[src/rtl/alu4_pkg.sv]
// Shared types and constants for the 4-bit ALU arbiter slice.
// Opcodes, FSM state encoding and the latched command bundle.
package alu4_pkg;

  localparam int ALU4_W    = 4;
  localparam int ALU4_OP_W = 3;

  localparam logic [ALU4_OP_W-1:0] ALU4_OP_ADD  = 3'b000;
  localparam logic [ALU4_OP_W-1:0] ALU4_OP_SUB  = 3'b001;
  localparam logic [ALU4_OP_W-1:0] ALU4_OP_AND  = 3'b010;
  localparam logic [ALU4_OP_W-1:0] ALU4_OP_OR   = 3'b011;
  localparam logic [ALU4_OP_W-1:0] ALU4_OP_XOR  = 3'b100;
  localparam logic [ALU4_OP_W-1:0] ALU4_OP_NOT  = 3'b101;
  localparam logic [ALU4_OP_W-1:0] ALU4_OP_PASS = 3'b110;
  localparam logic [ALU4_OP_W-1:0] ALU4_OP_NOP  = 3'b111;

  typedef enum logic [1:0] {
    ST_IDLE = 2'd0,
    ST_EXEC = 2'd1,
    ST_RESP = 2'd2
  } alu4_arb_state_t;

  typedef struct packed {
    logic                 id;
    logic [ALU4_OP_W-1:0] op;
    logic [ALU4_W-1:0]    a;
    logic [ALU4_W-1:0]    b;
  } alu4_cmd_t;

endpackage

[src/rtl/alu4_core.sv]
// Combinational 4-bit ALU: opcode/A/B to {carry, result}.
// Carry is bit 4 of a 5-bit evaluation of each operation.
module alu4_core
  import alu4_pkg::*;
(
  input  logic [ALU4_OP_W-1:0] op,
  input  logic [ALU4_W-1:0]    a,
  input  logic [ALU4_W-1:0]    b,
  output logic [ALU4_W-1:0]    result,
  output logic                 carry
);

  logic [ALU4_W:0] ax;
  logic [ALU4_W:0] bx;
  logic [ALU4_W:0] y;

  assign ax = {1'b0, a};
  assign bx = {1'b0, b};

  // SUB wraps modulo 32, so bit 4 doubles as the borrow flag
  always_comb begin
    y = '0;
    unique case (op)
      ALU4_OP_ADD:  y = ax + bx;
      ALU4_OP_SUB:  y = ax - bx;
      ALU4_OP_AND:  y = ax & bx;
      ALU4_OP_OR:   y = ax | bx;
      ALU4_OP_XOR:  y = ax ^ bx;
      ALU4_OP_NOT:  y = ~ax;
      ALU4_OP_PASS: y = bx;
      ALU4_OP_NOP:  y = '0;
    endcase
  end

  assign result = y[ALU4_W-1:0];
  assign carry  = y[ALU4_W];

endmodule

[src/rtl/alu4_arb_ctrl.sv]
// Round-robin two-requester front end for alu4_core.
// Define ALU4_ARB_ZERO_FLAG_EN to add the rsp_zero output.
module alu4_arb_ctrl
  import alu4_pkg::*;
(
  input  logic                 clk,
  input  logic                 rst,
  input  logic                 req0_valid,
  output logic                 req0_ready,
  input  logic [ALU4_OP_W-1:0] req0_op,
  input  logic [ALU4_W-1:0]    req0_a,
  input  logic [ALU4_W-1:0]    req0_b,
  input  logic                 req1_valid,
  output logic                 req1_ready,
  input  logic [ALU4_OP_W-1:0] req1_op,
  input  logic [ALU4_W-1:0]    req1_a,
  input  logic [ALU4_W-1:0]    req1_b,
  output logic                 rsp_valid,
  input  logic                 rsp_ready,
  output logic                 rsp_id,
  output logic [ALU4_W-1:0]    rsp_result,
  output logic                 rsp_carry,
`ifdef ALU4_ARB_ZERO_FLAG_EN
  output logic                 rsp_zero,
`endif
  output logic                 busy
);

  alu4_arb_state_t state;
  alu4_cmd_t       cmd;
  alu4_cmd_t       pick;
  logic            last_grant;
  logic            any_valid;
  logic            sel;
  logic            can_issue;
  logic            take;
  logic [ALU4_W-1:0] core_res;
  logic              core_carry;

  assign any_valid = req0_valid | req1_valid;

  // On a tie the requester that did not win last time goes next
  assign sel = (req0_valid & req1_valid) ? ~last_grant
                                         : req1_valid;

  assign can_issue  = (state == ST_IDLE) & ~rst & any_valid;
  assign req0_ready = can_issue & ~sel;
  assign req1_ready = can_issue & sel;
  assign take       = (req0_valid & req0_ready)
                    | (req1_valid & req1_ready);

  always_comb begin
    pick = '0;
    if (sel) begin
      pick.id = 1'b1;
      pick.op = req1_op;
      pick.a  = req1_a;
      pick.b  = req1_b;
    end else begin
      pick.id = 1'b0;
      pick.op = req0_op;
      pick.a  = req0_a;
      pick.b  = req0_b;
    end
  end

  alu4_core u_core (
    .op     (cmd.op),
    .a      (cmd.a),
    .b      (cmd.b),
    .result (core_res),
    .carry  (core_carry)
  );

  always_ff @(posedge clk) begin
    if (rst) begin
      state      <= ST_IDLE;
      last_grant <= 1'b1;
      cmd        <= '0;
      rsp_valid  <= 1'b0;
      rsp_id     <= 1'b0;
      rsp_result <= '0;
      rsp_carry  <= 1'b0;
`ifdef ALU4_ARB_ZERO_FLAG_EN
      rsp_zero   <= 1'b0;
`endif
    end else begin
      unique case (state)
        ST_IDLE: begin
          if (take) begin
            cmd        <= pick;
            last_grant <= pick.id;
            state      <= ST_EXEC;
          end
        end
        ST_EXEC: begin
          rsp_id     <= cmd.id;
          rsp_result <= core_res;
          rsp_carry  <= core_carry;
`ifdef ALU4_ARB_ZERO_FLAG_EN
          rsp_zero   <= (core_res == '0);
`endif
          rsp_valid  <= 1'b1;
          state      <= ST_RESP;
        end
        ST_RESP: begin
          if (rsp_ready) begin
            rsp_valid <= 1'b0;
            state     <= ST_IDLE;
          end
        end
        default: begin
          rsp_valid <= 1'b0;
          state     <= ST_IDLE;
        end
      endcase
    end
  end

  assign busy = (state != ST_IDLE);

endmodule
[config.mk]
export PLATFORM = sky130hd
export DESIGN_NAME = alu4_arb_ctrl
export DESIGN_NICKNAME = d
export VERILOG_FILES = /design/src/rtl/alu4_pkg.sv /design/src/rtl/alu4_core.sv /design/src/rtl/alu4_arb_ctrl.sv
export SDC_FILE = /design/constraint.sdc
export NUM_CORES = 1
export LEC_CHECK = 0
export ABC_AREA = 1
export CAP_MARGIN = 30
export CORE_UTILIZATION = 54
export DETAILED_ROUTE_END_ITERATION = 7
export PLACE_DENSITY_LB_ADDON = 0.15
export SLEW_MARGIN = 0
export SYNTH_ARGS = -nofsm -noshare
export SYNTH_HDL_FRONTEND = slang
export SYNTH_SLANG_ARGS = --single-unit
[constraint.sdc]
create_clock -name clk -period 3.4 [get_ports clk]
set_clock_uncertainty 0.1 [all_clocks]
set_input_delay 0.85 -clock clk [delete_from_list [all_inputs] [get_ports clk]]
set_output_delay 0.85 -clock clk [all_outputs]
set_load 0.05 [all_outputs]
# == Word-level counts from Yosys, hierarchy flattened ==
# Index checks and enable logic that the tools add are counted.
# word_totals
ff_bits,22
latch_bits,0
ramBits,0
rom_bits,0
output_inout_bits,10
memories,0
# classes
addsub,2
mul,0
div_mod_pow,0
magnitude_cmp,0
eq_ne,11
n_shift,0
mux,8
bitwise_logic,17
n_reduce_logical,6
# ops
operator,n
$pmux W5 S8,1
$eq A3 B3 Y1 const B,4
$mux W12,1
$and A1 B1 Y1,7
$eq A3 B2 Y1 const B,2
$pmux W2 S3,1
$reduce_and A2 Y1,3
$add A4 B4 Y5,1
$not A4 Y5,1
$sub A4 B4 Y5,1
$and A4 B4 Y4,1
$mux W2,2
$ne A2 B2 Y1 const B,2
$not A1 Y1,4
$or A4 B4 Y4,1
$xor A4 B4 Y4,1
$eq A3 B1 Y1 const B,1
$logic_not A3 Y1,1
$pmux W1 S3,1
$eq A2 B1 Y1 const B,1
$eq A2 B2 Y1 const B,1
$logic_not A2 Y1,1
$mux W1,2
$or A1 B1 Y1,2
$reduce_bool A2 Y1,1

# == Longest topological paths before layout ==
# Gate-level depths: netlist of run 1.
# depth
depth_word,8
ltp_mapped,13

# == Modules after synthesis ==
# Synthesis of run 1 repeated with hierarchy kept, for this count alone.
# unflattened
cells_unflattened,263
area_unflattened_um2,1645.3
# by_module_without_submodules
module,instances,cells_per_inst,area_per_inst_um2,seq_area_each_um2
alu4_arb_ctrl,1,159,1022.2,440.4
alu4_core,1,104,623.1,0.0

# == Worst setup path before layout of run 1 ==
# OpenSTA, ideal clock, no wires.
# synth_timing
path_kind,input to output
from,in rst
to,out req1_ready
arrival_ps,1654
required_time_ps,2450
path_slack_ps,796
cell_stages,5
path_cell_list,buf_2 > nor2_8 > buf_6 > nand2_1 > inv_1
# synth_via
elab_chain_cells,4
# synth_rtl
element,line_no,rtl
start: declaration,alu4_arb_ctrl.sv:7,"input logic rst,"
$not A1 Y1,alu4_arb_ctrl.sv:46,assign can_issue = (state == ST_IDLE) & ~rst & any_valid;
$and A1 B1 Y1 (2 in a row),alu4_arb_ctrl.sv:46,
$and A1 B1 Y1,alu4_arb_ctrl.sv:48,assign req1_ready = can_issue & sel;
end: declaration,alu4_arb_ctrl.sv:14,"output logic req1_ready,"
# Every way passes these cells.

# == Final worst setup path of run 1 ==
# layout_timing
from,in req1_valid
to,out req0_ready
# layout_via
elab_chain_cells,4
word_cells_on_any_way,6
classes_between,mux (1); bitwise (5)
# layout_rtl
element,line_no,rtl
start: declaration,alu4_arb_ctrl.sv:13,"input logic req1_valid,"
$and A1 B1 Y1,alu4_arb_ctrl.sv:43,assign sel = (req0_valid & req1_valid) ? ~last_grant
$mux W1,alu4_arb_ctrl.sv:43,
$not A1 Y1,alu4_arb_ctrl.sv:47,assign req0_ready = can_issue & ~sel;
$and A1 B1 Y1 (*),alu4_arb_ctrl.sv:47,
end: declaration,alu4_arb_ctrl.sv:9,"output logic req0_ready,"
# Every way passes the cells marked *; elsewhere a longest branch is shown, timed or not.

==> results.yml, run 1 <==
run_status:
  status: "completed"
detailed_routing:
  drtIter0Drc: 68
  drcViolationCount: 0
  wire_per_inst_um: 10.9
  vias: 1566
  ant_nets: 0
  viasPerCell: 5.13
  dr.pass1.iters: 4
  finalWirelength_um: 3340
worst_setup_path:
  r2r_start: "cmd[10]"
  required_ps: 2450
  start_kind: "primary input"
  worst-path-max-fanout: 15
  criticalPathCategory: "primary input to output pin"
  end_kind: "output pin"
  worstReg2RegEnd: "rsp_result[3]"
  worst-path-buf-inv: 3
  slowest_stage: "clkdlybuf4s50_1"
  path_depth: 6
  cp_top_family: "buffers and inverters"
  crit_path_cell_trace: "clkdlybuf4s50_1 > o211ai_4 > nor2_8 > nand2_1 > inv_1 > buf_12"
  ff2ff_setup_slack_ps: 1120
  cp.arrival_ps: 2070
  max_stage_delay_ps: 550
  reg2reg_depth: 11
grt:
  grt_pass1_vias: 1391
  overflow: 0
  grt_pass1_wl_um: 5730
  grt_usage_pct: 22.1
  grt_max_degree: 17
  antenna_found_initial: 0
clocking:
  cts_resized: 0
  cts_tree: "done"
  cts_buffers: 3
  cts_buffer_depth: 2
  path_clk_slew_ps: 120
  post-cts-setup-buffers: 0
  clkLatencyLatePin_ps: 310
  cts-root-buf: "clkbuf_4"
  cts_sinks: 22
  holdBufCountCts: 0
  cts_max_level: 1
timing:
  timing.hold.ws_ps: 368
  finalMaxSlewViolations: 0
  grt_setup_unrepaired: "no"
  worstMarginPinSlew_ps: 550
  setup_slack_ps: 376
  fin_setup_tns_ps: 0
  period_minus_slack_ps: 3020
  final_hold_viol_count: 0
  min_period_over_period_pct: 88.9
  final-setup-viol-count: 0
  max_freq_ghz: 0.331
  relSlewSlack_pct: 63.3
layout:
  drive_above_1_share_pct: 10.2
  seq_area_um2: 440
  multi_input_area_um2: 985
  nNetsFinal: 316
  fillers: 238
  area_growth_pct: 24.5
  diodes: 0
worst_hold_path:
  holdPathStages: 2
  hold_end: "rsp_id"
  hold_class: "flip-flop to flip-flop"
  min_from: "cmd[11]"
die:
  die_area_mm2: 0.00326
  core_area_mm2: 0.00281
  rows: 19
  initial_core_util_pct: 58.4
  io_pins: 37
  fp.dieH_um: 57.1
  die_width_um: 57.1
place:
  hpwlAfterDp_um: 2640
  gp_congestion: 0.857
  place_ws_ps: 379
  port_buffers: 36
synth:
  yosysWarnings: 0
  synth_cell_types: 28
  ys_seq_area_share_pct: 26.9
  synth_nets: 282
  synth_area_mm2: 0.00164
  syn-instance-count: 241
  ys_ff_latch: 22
  syn_avg_cell_area_um2: 6.80
pwr:
  cellLeakagePower_nw: 0.962
  powerDensity_mw_per_mm2: 392
  max-vdd-ir-drop_mv: 0.265
flow_run:
  maxCapViolCount: 0
-- worst min-delay path, stage by stage (launching register included) --
cell and delay, ps:
dfxtp_1 320, inv_1 60, a21oi_1 60
-- cell usage in the layout (no fill, tap or decap), drive strengths merged --
cell type	synthesis	final
nand2	85	85
clkdlybuf4s50	0	34
inv	33	33
a21oi	24	24
dfxtp	22	22
nand3	16	16
nor2	15	15
ha	13	13
o21ai	12	12
nand4	5	5
buf	9	4
clkbuf	0	3
xor2	2	2
o31ai	1	1
o211ai	1	1
nand3b	1	1
xnor2	1	1
fa	1	1
bufinv	0	1
-- Yosys cell counts (all sizes together) --
cell,instances,share of area (%)
ha,13,9.9
o31ai,1,0.46
inv,33,7.9
nand3b,1,0.46
nand4,5,1.9
xnor2,1,0.53
nand2,85,20
o21ai,12,3.7
nor2,15,5.5
buf,9,5.2
fa,1,1.2
xor2,2,1.1
a21oi,24,8.0
nand3,16,5.8
dfxtp,22,27
o211ai,1,1.3
-- cell families (layout without fill, tap and decap cells) --
family	after synthesis	count (layout)	synth area share, %
and+or+nand+nor	122	122	33.9
buffers and inverters	42	75	13.1
AOI/OAI and AO/OA	38	38	13.4
DFF	22	22	26.9
adders and majority gates	14	14	11.1
xor gates and xnor gates	3	3	1.60
-- sequential cells by signal, summed over array words and instances (netlist names) --
register,flops
rsp_carry,1
last_grant,1
cmd,12
rsp_valid,1
state,2
rsp_id,1
rsp_result,4
-- layer usage --
| metal | up-vias | part of all wire, % | track usage [%] |
|---|---|---|---|
| met3 | 4 | 3.1 | 4.08 |
| met2 | 33 | 48 | 38.5 |
| met5 | - | 0 | 0 |
| met1 | 699 | 47 | 27.2 |
| li1 | 830 | - | - |
| met4 | 0 | 1.4 | 7.67 |
-- cell type report --
cell class	count	area share, %
clock buffers	3	1.10
clock inverters	1	1.47
inverters	33	6.32
multi-input cells	177	48.3
flip-flops and latches	22	21.6
well taps	31	1.90
repair buffers	38	19.4
-- per-stage QoR --
stage               power (mW)  std cells  cell area (um2)  util [%]
floorplan                0.518        241             1640         -
global placement         0.594        301             1990      70.9
detailed placement       0.599        301             1990      70.9
CTS                      0.803        305             2040      72.7
global route             0.850        305             2040      72.7
finish                   0.799        305             2040      72.7
-- power by group --
| group | total (mW) | switching (mW) | internal, mW |
|---|---|---|---|
| sequential | 0.307 | 0.0265 | 0.280 |
| combinational | 0.290 | 0.169 | 0.121 |
| clock | 0.202 | 0.0830 | 0.119 |
-- worst max path at each step --
stage / from / end / slack (ps)
floorplan: rst / req1_ready / 800
global placement: req1_valid / req0_ready / 410
detailed placement: req1_valid / req0_ready / 380
CTS: req1_valid / req0_ready / 370
global route: req1_valid / req0_ready / 300
finish: req1_valid / req0_ready / 380
Note: power is estimated with default switching activity, not from simulation.
==> run 2: changes to the inputs <==
CORE_UTILIZATION = 50   (was 54)
clock period = 3.2 ns   (was 3.4 ns; I/O delays follow)
==> run 2 against run 1 <==
Effect of this change:
- count of clock-buffer cells in the layout unchanged
- critical path type unchanged
- cell count rose by 4.6%
- worst setup slack worse by 100 ps
- clock power rose by 4%
==> results.yml, run 2 (synthesized netlist as in run 1, its figures left out) <==
flow_run:
  maxCapViolCount: 0
timing:
  setup_slack_ps: 276
  timing.hold.ws_ps: 375
  worstMarginPinSlew_ps: 545
  period_minus_slack_ps: 2920
  min_period_over_period_pct: 91.4
  finalMaxSlewViolations: 0
  grt_setup_unrepaired: "no"
  final-setup-viol-count: 0
  fin_setup_tns_ps: 0
  max_freq_ghz: 0.342
  relSlewSlack_pct: 63.6
  final_hold_viol_count: 0
worst_hold_path:
  hold_end: "rsp_id"
  min_from: "cmd[11]"
  hold_class: "flip-flop to flip-flop"
  holdPathStages: 2
layout:
  area_growth_pct: 26.0
  final_common_cell: "nand2_1"
  diodes: 0
  largest_reg_flops: 12
  top_register: "cmd"
  finalCoreUtilization_pct: 67.1
  stdcell_area_mm2: 0.00206
  mostFrequentLayoutCells: "nand2_1 (82), clkdlybuf4s50_1 (34), inv_1 (27)"
  drive_above_1_share_pct: 10.5
  nNetsFinal: 317
  layoutNonFillerInstCount: 319
  reg.largest.list: "cmd x12, rsp_result x4, state x2"
detailed_routing:
  vias: 1537
  ant_nets: 0
  drcViolationCount: 0
  dr.pass1.iters: 4
  viasPerCell: 4.82
  finalWirelength_um: 3400
  drtIter0Drc: 44
  wire_per_inst_um: 10.7
clocking:
  cts-root-buf: "clkbuf_4"
  path_clk_slew_ps: 130
  clkLatencyLatePin_ps: 310
  holdBufCountCts: 0
  post-cts-setup-buffers: 0
  cts_sinks: 22
  cts_max_level: 1
  cts_buffer_depth: 2
  cts_resized: 0
  cts_tree: "done"
  cts_buffers: 3
grt:
  grt_pass1_wl_um: 5660
  grt_max_degree: 17
  grt_usage_pct: 21.0
  antenna_found_initial: 0
  grt_pass1_vias: 1301
  overflow: 0
die:
  io_pins: 37
  die_area_mm2: 0.00351
  fp.dieH_um: 59.3
  initial_core_util_pct: 53.3
  die_width_um: 59.3
  rows: 20
  core_area_mm2: 0.00308
place:
  dpl_cell_area_mm2: 0.00201
  gp_congestion: 0.879
  placedCellCount: 315
  hpwlAfterDp_um: 2750
  place_ws_ps: 255
  port_buffers: 36
worst_setup_path:
  end_kind: "output pin"
  max_stage_delay_ps: 540
  required_ps: 2300
  path_common_cell: "inv_1"
  cp.arrival_ps: 2020
  slowest_stage: "clkdlybuf4s50_1"
  r2r_start: "cmd[10]"
  worstReg2RegEnd: "rsp_result[3]"
  crit_path_cell_trace: "clkdlybuf4s50_1 > nand2_2 > inv_1 > nand2_1 > inv_1 > buf_12"
  ff2ff_setup_slack_ps: 940
  reg2reg_depth: 11
  worst-path-max-fanout: 12
  criticalPathCategory: "primary input to output pin"
  start_kind: "primary input"
pwr:
  swShare_pct: 34.4
  power.share.sequential_pct: 38.5
  max-vdd-ir-drop_mv: 0.248
  powerDensity_mw_per_mm2: 409
  p_total_uw: 845
  cellInternalPower_uw: 554
  comb_power_share_pct: 36.5
  cellLeakagePower_nw: 0.967
  p_switching_uw: 290
  p_clk_share_pct: 25.0
run_status:
  status: "completed"
==> run 2: cell types whose count changed in the layout (fill, tap and decap cells not counted) <==
cell | previous run | this run
buf_4 | 2 | 3
==> run 2: routing by layer <==
| layer | vias up | part of all wire, % | track usage [%] |
|---|---|---|---|
| met2 | 31 | 47 | 33.5 |
| met5 | - | 0 | 0 |
| met4 | 0 | 1.7 | 7.82 |
| met3 | 6 | 2.6 | 2.18 |
| li1 | 831 | - | - |
| met1 | 669 | 49 | 29.3 |
==> run 2: how the worst max path moves through the flow <==
stage / from / end
6_report: req1_valid / req1_ready
4_1_cts: req1_valid / req1_ready
2_1_floorplan: rst / req1_ready
5_1_grt: req0_valid / req1_ready
3_3_place_gp: req1_valid / req1_ready
3_5_place_dp: req1_valid / req1_ready
==> run 2: cell type report <==
class,instances,area (um2)
clock inverter,1,30.0
sequential,22,440
inverter,33,129
fill,288,1010
multi-input combinational,177,985
clock buffer,3,22.5
timing repair buffer,39,403
tap,44,55.1
==> run 2: power groups by stage <==
stage,Combinational (mW),Clock (mW),Sequential [mW]
final,0.308,0.211,0.325
after global routing,0.344,0.225,0.330
after CTS,0.309,0.214,0.325
after detailed placement,0.308,0,0.331
after global placement,0.304,0,0.331
after floorplan,0.198,0,0.353
==> run 2: worst max-delay path: cells and delay by family <==
| kind | cells | cell delay (ps) |
|---|---|---|
| and+or+nand+nor | 2 | 190 |
| buffers and inverters | 4 | 1030 |
==> run 3: changes to the inputs <==
MAX_ROUTING_LAYER = met4   (was default)
clock period = 3.04 ns   (was 3.2 ns; I/O delays follow)
==> run 3 against run 2 <==
Effect of this change:
- utilization increased by 0.73 points
- first-iteration DRC count fell by 18%
- sequential cell count did not move
- register-to-register slack got worse by 210 ps
- highest routed layer unchanged
- final area rose by 1.1%
- worst hold slack worse by 12 ps
- largest power group unchanged
==> results.yml, run 3 (synthesized netlist as in run 1, its figures left out) <==
timing:
  period_minus_slack_ps: 2720
  min_period_over_period_pct: 89.5
  finalMaxSlewViolations: 0
  setup_slack_ps: 319
  relSlewSlack_pct: 66.6
  final-setup-viol-count: 0
  max_freq_ghz: 0.367
  grt_setup_unrepaired: "no"
  worstMarginPinSlew_ps: 499
  fin_setup_tns_ps: 0
  final_hold_viol_count: 0
pwr:
  p_clk_share_pct: 24.7
  p_switching_uw: 304
  comb_power_share_pct: 37.5
  max-vdd-ir-drop_mv: 0.232
  power.share.sequential_pct: 37.8
  powerDensity_mw_per_mm2: 427
  cellLeakagePower_nw: 0.983
  cellInternalPower_uw: 587
  swShare_pct: 34.1
place:
  place_ws_ps: 306
  gp_congestion: 0.894
  port_buffers: 36
  hpwlAfterDp_um: 2750
worst_setup_path:
  cp.arrival_ps: 1860
  criticalPathCategory: "primary input to output pin"
  end_kind: "output pin"
  start_kind: "primary input"
  required_ps: 2180
  worst-path-max-fanout: 3
  reg2reg_depth: 11
die:
  initial_core_util_pct: 53.3
  fp.dieH_um: 59.3
  die_area_mm2: 0.00351
  io_pins: 37
  core_area_mm2: 0.00308
  die_width_um: 59.3
  rows: 20
detailed_routing:
  drtIter0Drc: 36
  finalWirelength_um: 3430
  dr.pass1.iters: 4
  viasPerCell: 4.86
  ant_nets: 0
  vias: 1566
  wire_per_inst_um: 10.6
  drcViolationCount: 0
grt:
  grt_pass1_vias: 1428
  antenna_found_initial: 0
  grt_usage_pct: 22.6
  overflow: 0
  grt_pass1_wl_um: 5810
  grt_max_degree: 17
layout:
  diodes: 0
  top_register: "cmd"
  area_growth_pct: 27.3
  largest_reg_flops: 12
  reg.largest.list: "cmd x12, rsp_result x4, state x2"
  nNetsFinal: 320
  mostFrequentLayoutCells: "nand2_1 (82), clkdlybuf4s50_1 (34), inv_1 (27)"
  seq_area_um2: 440
  drive_above_1_share_pct: 11.5
  fillers: 289
  multi_input_area_um2: 985
  final_common_cell: "nand2_1"
clocking:
  cts_max_level: 1
  cts_resized: 0
  post-cts-setup-buffers: 0
  cts_tree: "done"
  holdBufCountCts: 0
  cts-root-buf: "clkbuf_4"
  clkLatencyLatePin_ps: 310
  cts_buffer_depth: 2
  path_clk_slew_ps: 120
  cts_buffers: 3
  cts_sinks: 22
run_status:
  status: "completed"
worst_hold_path:
  hold_class: "flip-flop to flip-flop"
  holdPathStages: 2
flow_run:
  maxCapViolCount: 0
run 3: cell types whose count changed in the layout (fill, tap and decap cells not counted):
cell,previous run,this run
buf_4,3,6
run 3: routing by layer:
layer | wire, um | share of wire, % | GRT usage, %
met1 | 1680 | 49 | 28.1
met2 | 1580 | 46 | 36.6
met3 | 94 | 2.7 | 1.97
met4 | 75 | 2.2 | 11.2
met5 | 0 | 0 | -
run 3: final cells by class:
cell class / instances / share of cell area, %
Clock buffer: 3 / 1.08
Clock inverter: 1 / 1.44
Inverter: 33 / 6.18
Multi-Input combinational cell: 177 / 47.2
Sequential cell: 22 / 21.1
Tap cell: 44 / 2.64
Timing Repair Buffer: 42 / 20.4
run 3: final timing paths:
kind	to	slack (ps)	start
min	rsp_id	360	cmd[11]
min reg2reg	rsp_id	360	cmd[11]
max reg2reg	rsp_result[3]	730	cmd[10]
max	req0_ready	320	req1_valid
run 3: critical path: stages:
cell and delay [ps]:
clkdlybuf4s50_1 470, o211ai_4 280, nor2_8 40, nand2_1 80
inv_1 80, buf_12 150
run 3: power by group through the flow:
stage / logic [mW] / clock network, mW / registers [mW]
after global routing: 0.374 / 0.236 / 0.342
after CTS: 0.335 / 0.227 / 0.337
after floorplan: 0.209 / 0 / 0.371
after detailed placement: 0.333 / 0 / 0.343
after global placement: 0.329 / 0 / 0.343
final: 0.334 / 0.220 / 0.337
run 3: metrics by stage:
step                      instances  total power [mW]  cell area (um2)  utilization (%)  hold slack, ps
after floorplan                 241             0.580             1640                -             324
after global placement          318             0.672             2030             66.1             342
after detailed placement        318             0.676             2030             66.1             342
after CTS                       322             0.899             2090             67.8             362
after global routing            322             0.952             2090             67.8             384
final                           322             0.891             2090             67.8             363
